===== config.mk =====
export PLATFORM = sky130hd
export DESIGN_NAME = winograd_accum_ctrl
export DESIGN_NICKNAME = d
export VERILOG_FILES = /design/src/rtl/winograd_accum_ctrl.sv
export SDC_FILE = /design/constraint.sdc
export NUM_CORES = 1
export LEC_CHECK = 0
export CORE_MARGIN = 10
export CORE_UTILIZATION = 52
export CTS_CLUSTER_DIAMETER = 50
export DETAILED_ROUTE_END_ITERATION = 8
export GPL_ROUTABILITY_DRIVEN = 0
export PLACE_DENSITY = 0.85
export SLEW_MARGIN = 15
export SYNTH_ARGS = -nofsm -noshare
export SYNTH_HDL_FRONTEND = slang
export SYNTH_SLANG_ARGS = --single-unit

===== constraint.sdc =====
create_clock -name clk -period 18.4 [get_ports clk]
set_input_delay 2.76 -clock clk [delete_from_list [all_inputs] [get_ports clk]]
set_output_delay 2.76 -clock clk [all_outputs]
set_load 0.02 [all_outputs]

===== src/rtl/winograd_accum_ctrl.sv =====
// Accumulation and write-back sequencer for Winograd output tiles: counts input-depth
// beats per block pair, then drains the up-to-four finished tiles (2 blocks x 2 od lanes).
module winograd_accum_ctrl #(
    parameter int ADDR_W = 16,
    parameter int ID_W   = 4
) (
    input  logic              clk,
    input  logic              reset,
    input  logic              cfg_wen_i,
    input  logic [ID_W-1:0]   total_id_i,
    input  logic [7:0]        total_od_i,
    input  logic [7:0]        block_cnt_i,
    input  logic              start_i,
    input  logic [7:0]        od_base_i,
    input  logic              pe_valid_i,
    output logic              pe_ready_o,
    output logic              acc_en_o,
    output logic              acc_first_o,
    output logic              wb_valid_o,
    input  logic              wb_ready_i,
    output logic [ADDR_W-1:0] wb_addr_o,
    output logic [1:0]        wb_sel_o,
    output logic              busy_o,
    output logic              done_o
);

    typedef enum logic [1:0] {IDLE, ACCUM, WRITE, DONE} state_t;

    state_t state, state_nxt;

    logic [ID_W-1:0] cfg_id;
    logic [7:0]      cfg_od;
    logic [7:0]      cfg_blk;
    logic [7:0]      od_base;
    logic [7:0]      block_idx;
    logic [ID_W-1:0] id_cnt;

    logic [ID_W-1:0]   eff_id;
    logic [7:0]        eff_blk;
    logic              beat;
    logic              last_beat;
    logic              blk_lane_ok;
    logic              od_lane_ok;
    logic              last_pair;
    logic              handshake;
    logic              sel_found;
    logic [1:0]        sel_nxt;
    logic [1:0]        addr_sel;
    logic [ADDR_W-1:0] od_term;
    logic [ADDR_W-1:0] addr_calc;

    // A zero count from software means "one", so the sequencer never spins forever.
    assign eff_id      = (cfg_id == '0) ? ID_W'(1) : cfg_id;
    assign eff_blk     = (cfg_blk == 8'd0) ? 8'd1 : cfg_blk;
    assign beat        = pe_valid_i && (state == ACCUM);
    assign last_beat   = beat && (id_cnt == eff_id - ID_W'(1));
    assign blk_lane_ok = ({1'b0, block_idx} + 9'd1) < {1'b0, eff_blk};
    assign od_lane_ok  = ({1'b0, od_base} + 9'd1) < {1'b0, cfg_od};
    assign last_pair   = ({1'b0, block_idx} + 9'd2) >= {1'b0, eff_blk};
    assign handshake   = wb_valid_o && wb_ready_i;

    // Next tile to write after the current one; lanes beyond the map edge are skipped.
    always_comb begin
        sel_found = 1'b0;
        sel_nxt   = wb_sel_o;
        for (int k = 3; k >= 1; k--) begin
            if ((2'(k) > wb_sel_o) && (blk_lane_ok || !k[0]) && (od_lane_ok || !k[1])) begin
                sel_nxt   = 2'(k);
                sel_found = 1'b1;
            end
        end
    end

    assign addr_sel  = (state == WRITE) ? sel_nxt : 2'd0;
    assign od_term   = ADDR_W'(od_base) + ADDR_W'(addr_sel[1]);
    assign addr_calc = od_term * ADDR_W'(eff_blk) + ADDR_W'(block_idx) + ADDR_W'(addr_sel[0]);

    // NOTE: sequential state uses non-blocking assignments so every flop samples pre-edge values.
    always_ff @(posedge clk or posedge reset) begin
        if (reset) state <= IDLE;
        else       state <= state_nxt;
    end

    // NOTE: every output is defaulted first so no path through the case infers a latch.
    always_comb begin
        state_nxt   = state;
        pe_ready_o  = 1'b0;
        acc_en_o    = 1'b0;
        acc_first_o = 1'b0;
        busy_o      = (state != IDLE);
        done_o      = 1'b0;
        case (state)
            IDLE: begin
                if (start_i) state_nxt = ACCUM;
            end
            ACCUM: begin
                pe_ready_o  = 1'b1;
                acc_en_o    = pe_valid_i;
                acc_first_o = pe_valid_i && (id_cnt == '0);
                if (last_beat) state_nxt = WRITE;
            end
            WRITE: begin
                if (handshake && !sel_found) state_nxt = last_pair ? DONE : ACCUM;
            end
            DONE: begin
                done_o    = 1'b1;
                state_nxt = IDLE;
            end
            default: state_nxt = IDLE;
        endcase
    end

    always_ff @(posedge clk or posedge reset) begin
        if (reset) begin
            cfg_id     <= '0;
            cfg_od     <= 8'd0;
            cfg_blk    <= 8'd0;
            od_base    <= 8'd0;
            block_idx  <= 8'd0;
            id_cnt     <= '0;
            wb_valid_o <= 1'b0;
            wb_addr_o  <= '0;
            wb_sel_o   <= 2'd0;
        end else begin
            if (state == IDLE) begin
                if (cfg_wen_i) begin
                    cfg_id  <= total_id_i;
                    cfg_od  <= total_od_i;
                    cfg_blk <= block_cnt_i;
                end
                if (start_i) begin
                    od_base   <= od_base_i;
                    block_idx <= 8'd0;
                    id_cnt    <= '0;
                end
            end
            if (beat) id_cnt <= last_beat ? '0 : id_cnt + ID_W'(1);
            if (last_beat) begin
                wb_valid_o <= 1'b1;
                wb_sel_o   <= 2'd0;
                wb_addr_o  <= addr_calc;
            end
            if ((state == WRITE) && handshake) begin
                if (sel_found) begin
                    wb_sel_o  <= sel_nxt;
                    wb_addr_o <= addr_calc;
                end else begin
                    wb_valid_o <= 1'b0;
                    if (!last_pair) block_idx <= block_idx + 8'd2;
                end
            end
        end
    end

endmodule


==> results of run 1 <==
[path summary, 6_finish.rpt]
check                        startpoint       endpoint  cells past startpoint
min in group asynchronous         reset      id_cnt[1]                      3
hold reg to reg            wb_addr_o[7]   wb_addr_o[7]                      1
max in group asynchronous         reset     cfg_blk[6]                      3
setup / recovery             od_base[1]  wb_addr_o[14]                     31
setup reg to reg             od_base[1]  wb_addr_o[14]                     31
hold / removal             wb_addr_o[7]   wb_addr_o[7]                      1
[area by class of cell]
| type | count | area, µm² |
|---|---|---|
| fill | 908 | 4320 |
| clock inverter | 6 | 134 |
| clock buffer | 10 | 239 |
| sequential | 61 | 1530 |
| tap | 143 | 179 |
| multi-input combinational | 461 | 4090 |
| inverter | 100 | 375 |
| timing repair buffer | 59 | 606 |
[cells in the final DEF (no fill, tap or decap), drive strengths merged, types with 2 or more instances in the layout]
cell	n
nor4	4
nor3	9
mux2i	4
mux2	33
a21o	5
o21a	3
o21bai	2
buf	2
nand2b	7
nand2	62
nand3	19
and2	36
o21ai	31
a211o	2
a22oi	2
fa	50
a21oi	17
nor2	37
xor2	10
o211ai	2
nor2b	2
and3	3
ha	66
a211oi	2
clkinv	2
clkdlybuf4s50	57
dfrtp	61
bufinv	4
inv	100
clkbuf	10
xnor2	33
nand4	3
[flip-flops by register name (all words and copies together) (netlist names)]
signal and flops:
wb_addr_o 16, block_idx 8, cfg_blk 8, cfg_od 8, od_base 8, cfg_id 4, id_cnt 4, state 2
wb_sel_o 2, wb_valid_o 1
[worst max-delay path: cells and delay by family, from the launching register on]
| family | cells | cell delay (ns) |
|---|---|---|
| AND/OR/NAND/NOR | 8 | 0.92 |
| buffers and inverters | 4 | 0.24 |
| multiplexers | 1 | 0.31 |
| XOR/XNOR | 3 | 0.81 |
| AO/OA/AOI/OAI | 6 | 1.57 |
| adder cells (fa/ha/maj) | 9 | 3.51 |
| flip-flops | 1 | 0.52 |
[Yosys cell counts, types with 2 or more instances]
master    count  area [µm²]
a211oi_1      2        15.0
a21o_1        4        30.0
a21oi_1      17        85.1
a22oi_1       2        15.0
and2_1       36         225
and3_4        2        22.5
buf_6         6        67.6
clkbuf_1      8        30.0
dfrtp_1      61        1530
fa_1         50        1000
ha_1         66         826
inv_1       100         375
mux2_1        9         101
mux2_2       19         214
mux2_4        5        75.1
mux2i_1       4        40.0
nand2_1      62         233
nand2b_1      7        43.8
nand3_1      16        80.1
nand3_2       2        20.0
nand4_1       2        12.5
nor2_1       36         135
nor2b_1       2        12.5
nor3_1        9        45.0
nor4_1        3        18.8
o211ai_1      2        15.0
o21a_1        3        22.5
o21ai_0      28         140
o21ai_1       3        15.0
o21bai_1      2        15.0
xnor2_1      33         289
xor2_1       10        87.6
[routing by layer]
layer,global-route usage,vias up
met3,0.0423,35
met5,0,-
met4,0.0894,0
li1,-,2182
met2,0.305,192
met1,0.199,2244
[kinds of logic (layout without fill, tap and decap cells)]
kind of cell             after synthesis  in the layout  synth area share
adder cells (fa/ha/maj)              117            117             0.301
buffers and inverters                117            175            0.0801
AND/OR/NAND/NOR                      187            187             0.156
multiplexers                          37             37            0.0705
XOR/XNOR                              43             43            0.0617
flip-flops                            61             61             0.250
AO/OA/AOI/OAI                         77             77            0.0807
[stage by stage]
step | hold WS, ns | instances | setup WS (ns) | instance area (µm²) | utilization
after floorplan | 0.481 | 639 | 11.50 | 6110 | -
after global placement | 0.469 | 823 | 10.93 | 6750 | 0.589
after detailed placement | 0.474 | 823 | 10.54 | 6750 | 0.589
after CTS | 0.486 | 839 | 10.45 | 7120 | 0.621
after global routing | 0.512 | 840 | 9.89 | 7150 | 0.623
final | 0.481 | 840 | 10.40 | 7150 | 0.623
==> impl_metrics.xml, run 1 <==
<?xml version="1.0" encoding="UTF-8"?>
<metrics>
  <group name="sta">
    <metric name="report.final.hold_viol_count" unit="">0</metric>
    <metric name="post-route-period-util" unit="">0.435</metric>
    <metric name="min_period" unit="ns">8.00</metric>
    <metric name="fmax" unit="GHz">0.125</metric>
    <metric name="maxSlewHeadroom" unit="">0.381</metric>
    <metric name="final.setup_skew" unit="ns">0.00643</metric>
    <metric name="finalSetupViolCount" unit="">0</metric>
    <metric name="fin_setup_tns" unit="ns">0</metric>
    <metric name="worst-slew-pin-transition" unit="ns">0.927</metric>
    <metric name="timing.final.max_slew_violations" unit="">0</metric>
    <metric name="rsz_0062_raised_after_global_routing" unit="">false</metric>
  </group>
  <group name="clock_tree">
    <metric name="cts_root_buffer" unit="">clkbuf_16</metric>
    <metric name="htree_num_levels" unit="">3</metric>
    <metric name="insertion_delay" unit="ns">0.34</metric>
    <metric name="clock_buffers_created_by_tritoncts" unit="">9</metric>
    <metric name="post_cts_setup_inserts" unit="">0</metric>
    <metric name="clkSinkCount" unit="">61</metric>
    <metric name="clock_tree_from_tritoncts" unit="">yes</metric>
    <metric name="cts.reportedPaths.clkPinSlew" unit="ns">0.05</metric>
    <metric name="clock_path_buffers" unit="">2</metric>
    <metric name="cts-resized-gates" unit="">0</metric>
    <metric name="postCtsHoldBufs" unit="">0</metric>
  </group>
  <group name="critical_path">
    <metric name="crit_path_max_fanout" unit="">9</metric>
    <metric name="crit_path_end_kind" unit="">flip-flop</metric>
    <metric name="type_of_element_launching_the_critical_path" unit="">flip-flop</metric>
    <metric name="critical_path_class" unit="">flip-flop to flip-flop</metric>
    <metric name="crit_slowest_cell" unit="">a2111oi_1</metric>
    <metric name="most_prevalent_standard_cell_on_the_critical_path" unit="">ha_1</metric>
    <metric name="max_stage_delay" unit="ns">0.66</metric>
    <metric name="worst-r2r-setup-slack" unit="ns">10.40</metric>
    <metric name="timing.critical_path.required" unit="ns">18.62</metric>
    <metric name="arrival_time_of_data_at_the_critical_path_endpoint" unit="ns">8.22</metric>
  </group>
  <group name="synthesis">
    <metric name="synth_area" unit="µm²">6110</metric>
    <metric name="synth_cell_type_count" unit="">60</metric>
    <metric name="syn_inst" unit="">639</metric>
    <metric name="ys_async_sr_fraction" unit="">1.00</metric>
    <metric name="yosys_warnings" unit="">0</metric>
    <metric name="yosysSeqAreaShare" unit="">0.250</metric>
    <metric name="avgSynthCellArea" unit="µm²">9.56</metric>
    <metric name="yosys_most_used_dff" unit="">dfrtp_1</metric>
    <metric name="synth_fp_nets" unit="">789</metric>
    <metric name="postSynthRegisterBits" unit="">61</metric>
    <metric name="number_of_synthesized_flops_with_an_enable_pin" unit="">0</metric>
  </group>
  <group name="grt">
    <metric name="grt_use_total" unit="">0.176</metric>
    <metric name="grt_overflow" unit="">0</metric>
    <metric name="antenna_violations_before_repair" unit="">0</metric>
    <metric name="first_global_vias" unit="">5054</metric>
    <metric name="wire_length_of_the_first_global_routing_pass" unit="mm">23.7</metric>
    <metric name="pin_count_of_the_biggest_net_entering_global_routing" unit="">62</metric>
  </group>
  <group name="die">
    <metric name="die_h" unit="µm">128</metric>
    <metric name="initial_utilization" unit="">0.532</metric>
    <metric name="die_width" unit="µm">128</metric>
    <metric name="pin_count" unit="">58</metric>
    <metric name="fp-row-count" unit="">39</metric>
    <metric name="floorplan.die_area" unit="µm²">16500</metric>
    <metric name="core_area" unit="µm²">11500</metric>
  </group>
  <group name="min_path">
    <metric name="hold_path.class" unit="">flip-flop to flip-flop</metric>
  </group>
  <group name="place">
    <metric name="place_hpwl" unit="mm">11.1</metric>
    <metric name="place.port_buffers" unit="">57</metric>
  </group>
  <group name="detailed_routing">
    <metric name="via_per_inst" unit="">5.54</metric>
    <metric name="postRouteAntennaNets" unit="">0</metric>
    <metric name="highest-signal-layer" unit="">met4</metric>
    <metric name="detail_route.wirelength" unit="mm">14.2</metric>
    <metric name="dr_wl_met2" unit="mm">7.09</metric>
    <metric name="drt_pass1_iterations" unit="">4</metric>
    <metric name="wire_length_on_met3" unit="mm">1.01</metric>
    <metric name="drcViolationCount" unit="">0</metric>
    <metric name="dr.first_iter.drc_count" unit="">221</metric>
    <metric name="met1_length" unit="mm">5.73</metric>
    <metric name="num_vias" unit="">4653</metric>
    <metric name="wire_per_inst" unit="µm">17.0</metric>
  </group>
  <group name="cells_and_area">
    <metric name="area_growth_syn_to_layout" unit="%">17.1</metric>
    <metric name="n_antenna_cell" unit="">0</metric>
    <metric name="fin_nets" unit="">842</metric>
    <metric name="layout-drive-gt1-share" unit="">0.0832</metric>
  </group>
  <group name="outcome">
    <metric name="status" unit="">finished clean</metric>
  </group>
  <group name="flow_run">
    <metric name="drv.max_cap_violation_count" unit="">0</metric>
  </group>
</metrics>
Power of run 1 is left out: the tool's default activity adds up to more than one toggle a clock period on the data nets, which glitch-free logic cannot reach.
==> inputs of run 2 (changes only) <==
==> constraint.sdc (replaced) <==
create_clock -name clk -period 8 [get_ports clk]
set_input_delay 1.2 -clock clk [delete_from_list [all_inputs] [get_ports clk]]
set_output_delay 1.2 -clock clk [all_outputs]
set_load 0.02 [all_outputs]
==> run 2 against run 1 <==
Via count up 0.45%. Non-clock buffer count is 3 higher. Clock skew is 0.0017 ns higher. Register-to-register slack worse by 9.9 ns. First-iteration DRC count rose by 42%. Critical path depth did not move. Maximum frequency is 7.0% higher. Wire length down 2.8%.
==> impl_metrics.xml, run 2 (synthesis results as in run 1) <==
<?xml version="1.0" encoding="UTF-8"?>
<metrics>
  <group name="outcome">
    <metric name="status" unit="">finished clean</metric>
  </group>
  <group name="cells_and_area">
    <metric name="n_antenna_cell" unit="">0</metric>
    <metric name="area_growth_syn_to_layout" unit="%">16.7</metric>
    <metric name="fin_nets" unit="">845</metric>
    <metric name="regArea" unit="µm²">1530</metric>
    <metric name="layout_common_cells" unit="">99 x inv_1, 66 x ha_1, 62 x nand2_1</metric>
    <metric name="area_occupied_by_multi_input_gates" unit="µm²">4140</metric>
    <metric name="final_design_area_no_fill" unit="µm²">7130</metric>
    <metric name="largest_register_ff_count" unit="">16</metric>
    <metric name="postLayoutCoreUtil" unit="">0.621</metric>
    <metric name="final_common_cell" unit="">inv_1</metric>
    <metric name="registers.top_by_ff_count" unit="">wb_addr_o</metric>
    <metric name="layout-drive-gt1-share" unit="">0.0914</metric>
    <metric name="fill_cells" unit="">886</metric>
  </group>
  <group name="die">
    <metric name="initial_utilization" unit="">0.532</metric>
    <metric name="pin_count" unit="">58</metric>
    <metric name="core_area" unit="µm²">11500</metric>
    <metric name="floorplan.die_area" unit="µm²">16500</metric>
    <metric name="die_width" unit="µm">128</metric>
    <metric name="die_h" unit="µm">128</metric>
    <metric name="fp-row-count" unit="">39</metric>
  </group>
  <group name="flow_run">
    <metric name="drv.max_cap_violation_count" unit="">0</metric>
  </group>
  <group name="clock_tree">
    <metric name="clock_buffers_created_by_tritoncts" unit="">9</metric>
    <metric name="clock_tree_from_tritoncts" unit="">yes</metric>
    <metric name="cts.reportedPaths.clkPinSlew" unit="ns">0.06</metric>
    <metric name="htree_num_levels" unit="">3</metric>
    <metric name="postCtsHoldBufs" unit="">0</metric>
    <metric name="cts_root_buffer" unit="">clkbuf_16</metric>
    <metric name="insertion_delay" unit="ns">0.34</metric>
    <metric name="clkSinkCount" unit="">61</metric>
    <metric name="clock_path_buffers" unit="">2</metric>
  </group>
  <group name="grt">
    <metric name="gr-usage-met3" unit="">0.0448</metric>
    <metric name="global_route.usage.met2" unit="">0.291</metric>
    <metric name="first_global_vias" unit="">4969</metric>
    <metric name="grt_overflow" unit="">0</metric>
    <metric name="grt_use_total" unit="">0.172</metric>
    <metric name="antenna_violations_before_repair" unit="">0</metric>
    <metric name="grt_use_met1" unit="">0.203</metric>
    <metric name="top_usage_layer" unit="">met2</metric>
    <metric name="pin_count_of_the_biggest_net_entering_global_routing" unit="">62</metric>
    <metric name="wire_length_of_the_first_global_routing_pass" unit="mm">23.2</metric>
  </group>
  <group name="min_path">
    <metric name="hold_path.class" unit="">flip-flop to flip-flop</metric>
  </group>
  <group name="sta">
    <metric name="fmax" unit="GHz">0.134</metric>
    <metric name="fin_setup_tns" unit="ns">0</metric>
    <metric name="min_period" unit="ns">7.48</metric>
    <metric name="worst-slew-pin-transition" unit="ns">0.928</metric>
    <metric name="hold_ws" unit="ns">0.481</metric>
    <metric name="finalSetupViolCount" unit="">0</metric>
    <metric name="final.setup_skew" unit="ns">0.00817</metric>
    <metric name="rsz_0062_raised_after_global_routing" unit="">false</metric>
    <metric name="timing.final.max_slew_violations" unit="">0</metric>
    <metric name="report.final.hold_viol_count" unit="">0</metric>
    <metric name="maxSlewHeadroom" unit="">0.380</metric>
    <metric name="post-route-period-util" unit="">0.935</metric>
  </group>
  <group name="detailed_routing">
    <metric name="drt_pass1_iterations" unit="">5</metric>
    <metric name="wire_per_inst" unit="µm">16.4</metric>
    <metric name="num_vias" unit="">4674</metric>
    <metric name="dr.first_iter.drc_count" unit="">314</metric>
    <metric name="postRouteAntennaNets" unit="">0</metric>
    <metric name="detail_route.wirelength" unit="mm">13.8</metric>
    <metric name="via_per_inst" unit="">5.54</metric>
    <metric name="drcViolationCount" unit="">0</metric>
  </group>
  <group name="critical_path">
    <metric name="type_of_element_launching_the_critical_path" unit="">flip-flop</metric>
    <metric name="arrival_time_of_data_at_the_critical_path_endpoint" unit="ns">7.70</metric>
    <metric name="crit_slowest_cell" unit="">dfrtp_1</metric>
    <metric name="crit_path_max_fanout" unit="">9</metric>
    <metric name="critical_path_class" unit="">flip-flop to flip-flop</metric>
    <metric name="max_stage_delay" unit="ns">0.54</metric>
    <metric name="crit_path_end_kind" unit="">flip-flop</metric>
    <metric name="timing.critical_path.required" unit="ns">8.22</metric>
    <metric name="most_prevalent_standard_cell_on_the_critical_path" unit="">ha_1</metric>
  </group>
  <group name="place">
    <metric name="post_dp_cell_area" unit="µm²">6780</metric>
    <metric name="place_hpwl" unit="mm">10.9</metric>
    <metric name="place.port_buffers" unit="">57</metric>
  </group>
</metrics>
[run 2: cell count changes in the layout (fill, tap and decap cells not counted), moves of 2 or more]
cell        previous run  this run
buf_4                  1         5
bufinv_16              4         1
clkinvlp_4             0         4
xnor2_1               33        31
[run 2: final cells by class]
class	count	area share
Clock buffer	11	0.0341
Clock inverter	5	0.00843
Inverter	100	0.0527
Multi-Input combinational cell	461	0.580
Sequential cell	61	0.214
Tap cell	143	0.0251
Timing Repair Buffer	62	0.0853
[run 2: per-stage QoR]
stage	worst slack (ns)	cells
finish	0.519	843
global route	0.0668	843
CTS	0.157	843
detailed placement	0.227	827
global placement	0.528	827
floorplan	1.10	639
[run 2: critical path: cells and delay by family, from the launching register on]
family                   cells  cell delay, ns
AO/OA/AOI/OAI                6            1.24
XOR/XNOR                     3            0.71
adder cells (fa/ha/maj)      9            3.44
buffers and inverters        4            0.25
flip-flops                   1            0.54
multiplexers                 1            0.30
AND/OR/NAND/NOR              8            0.87
[run 2: worst paths after layout]
kind                            slack, ns    startpoint  cells after the start             to
worst max-delay path                 0.52    od_base[1]                     31  wb_addr_o[12]
worst max register to register       0.52    od_base[1]                     31  wb_addr_o[12]
worst min-delay path                 0.48  wb_addr_o[8]                      1   wb_addr_o[8]
max in group asynchronous            6.08         reset                      3     cfg_blk[6]
worst min register to register       0.48  wb_addr_o[8]                      1   wb_addr_o[8]
min in group asynchronous            1.40         reset                      3       state[0]
[run 2: metal layers]
metal / share of wire / up-vias / wire, µm
li1: - / 2189 / -
met1: 0.41 / 2295 / 5730
met2: 0.49 / 160 / 6840
met3: 0.068 / 30 / 942
met4: 0.024 / 0 / 335
met5: 0 / - / 0
[run 2: timing repair]
action                     CTS  global route
buffers inserted             0             0
setup endpoints to repair    0             6
gates resized for setup      0             5
Power of run 2 is left out for the same reason.
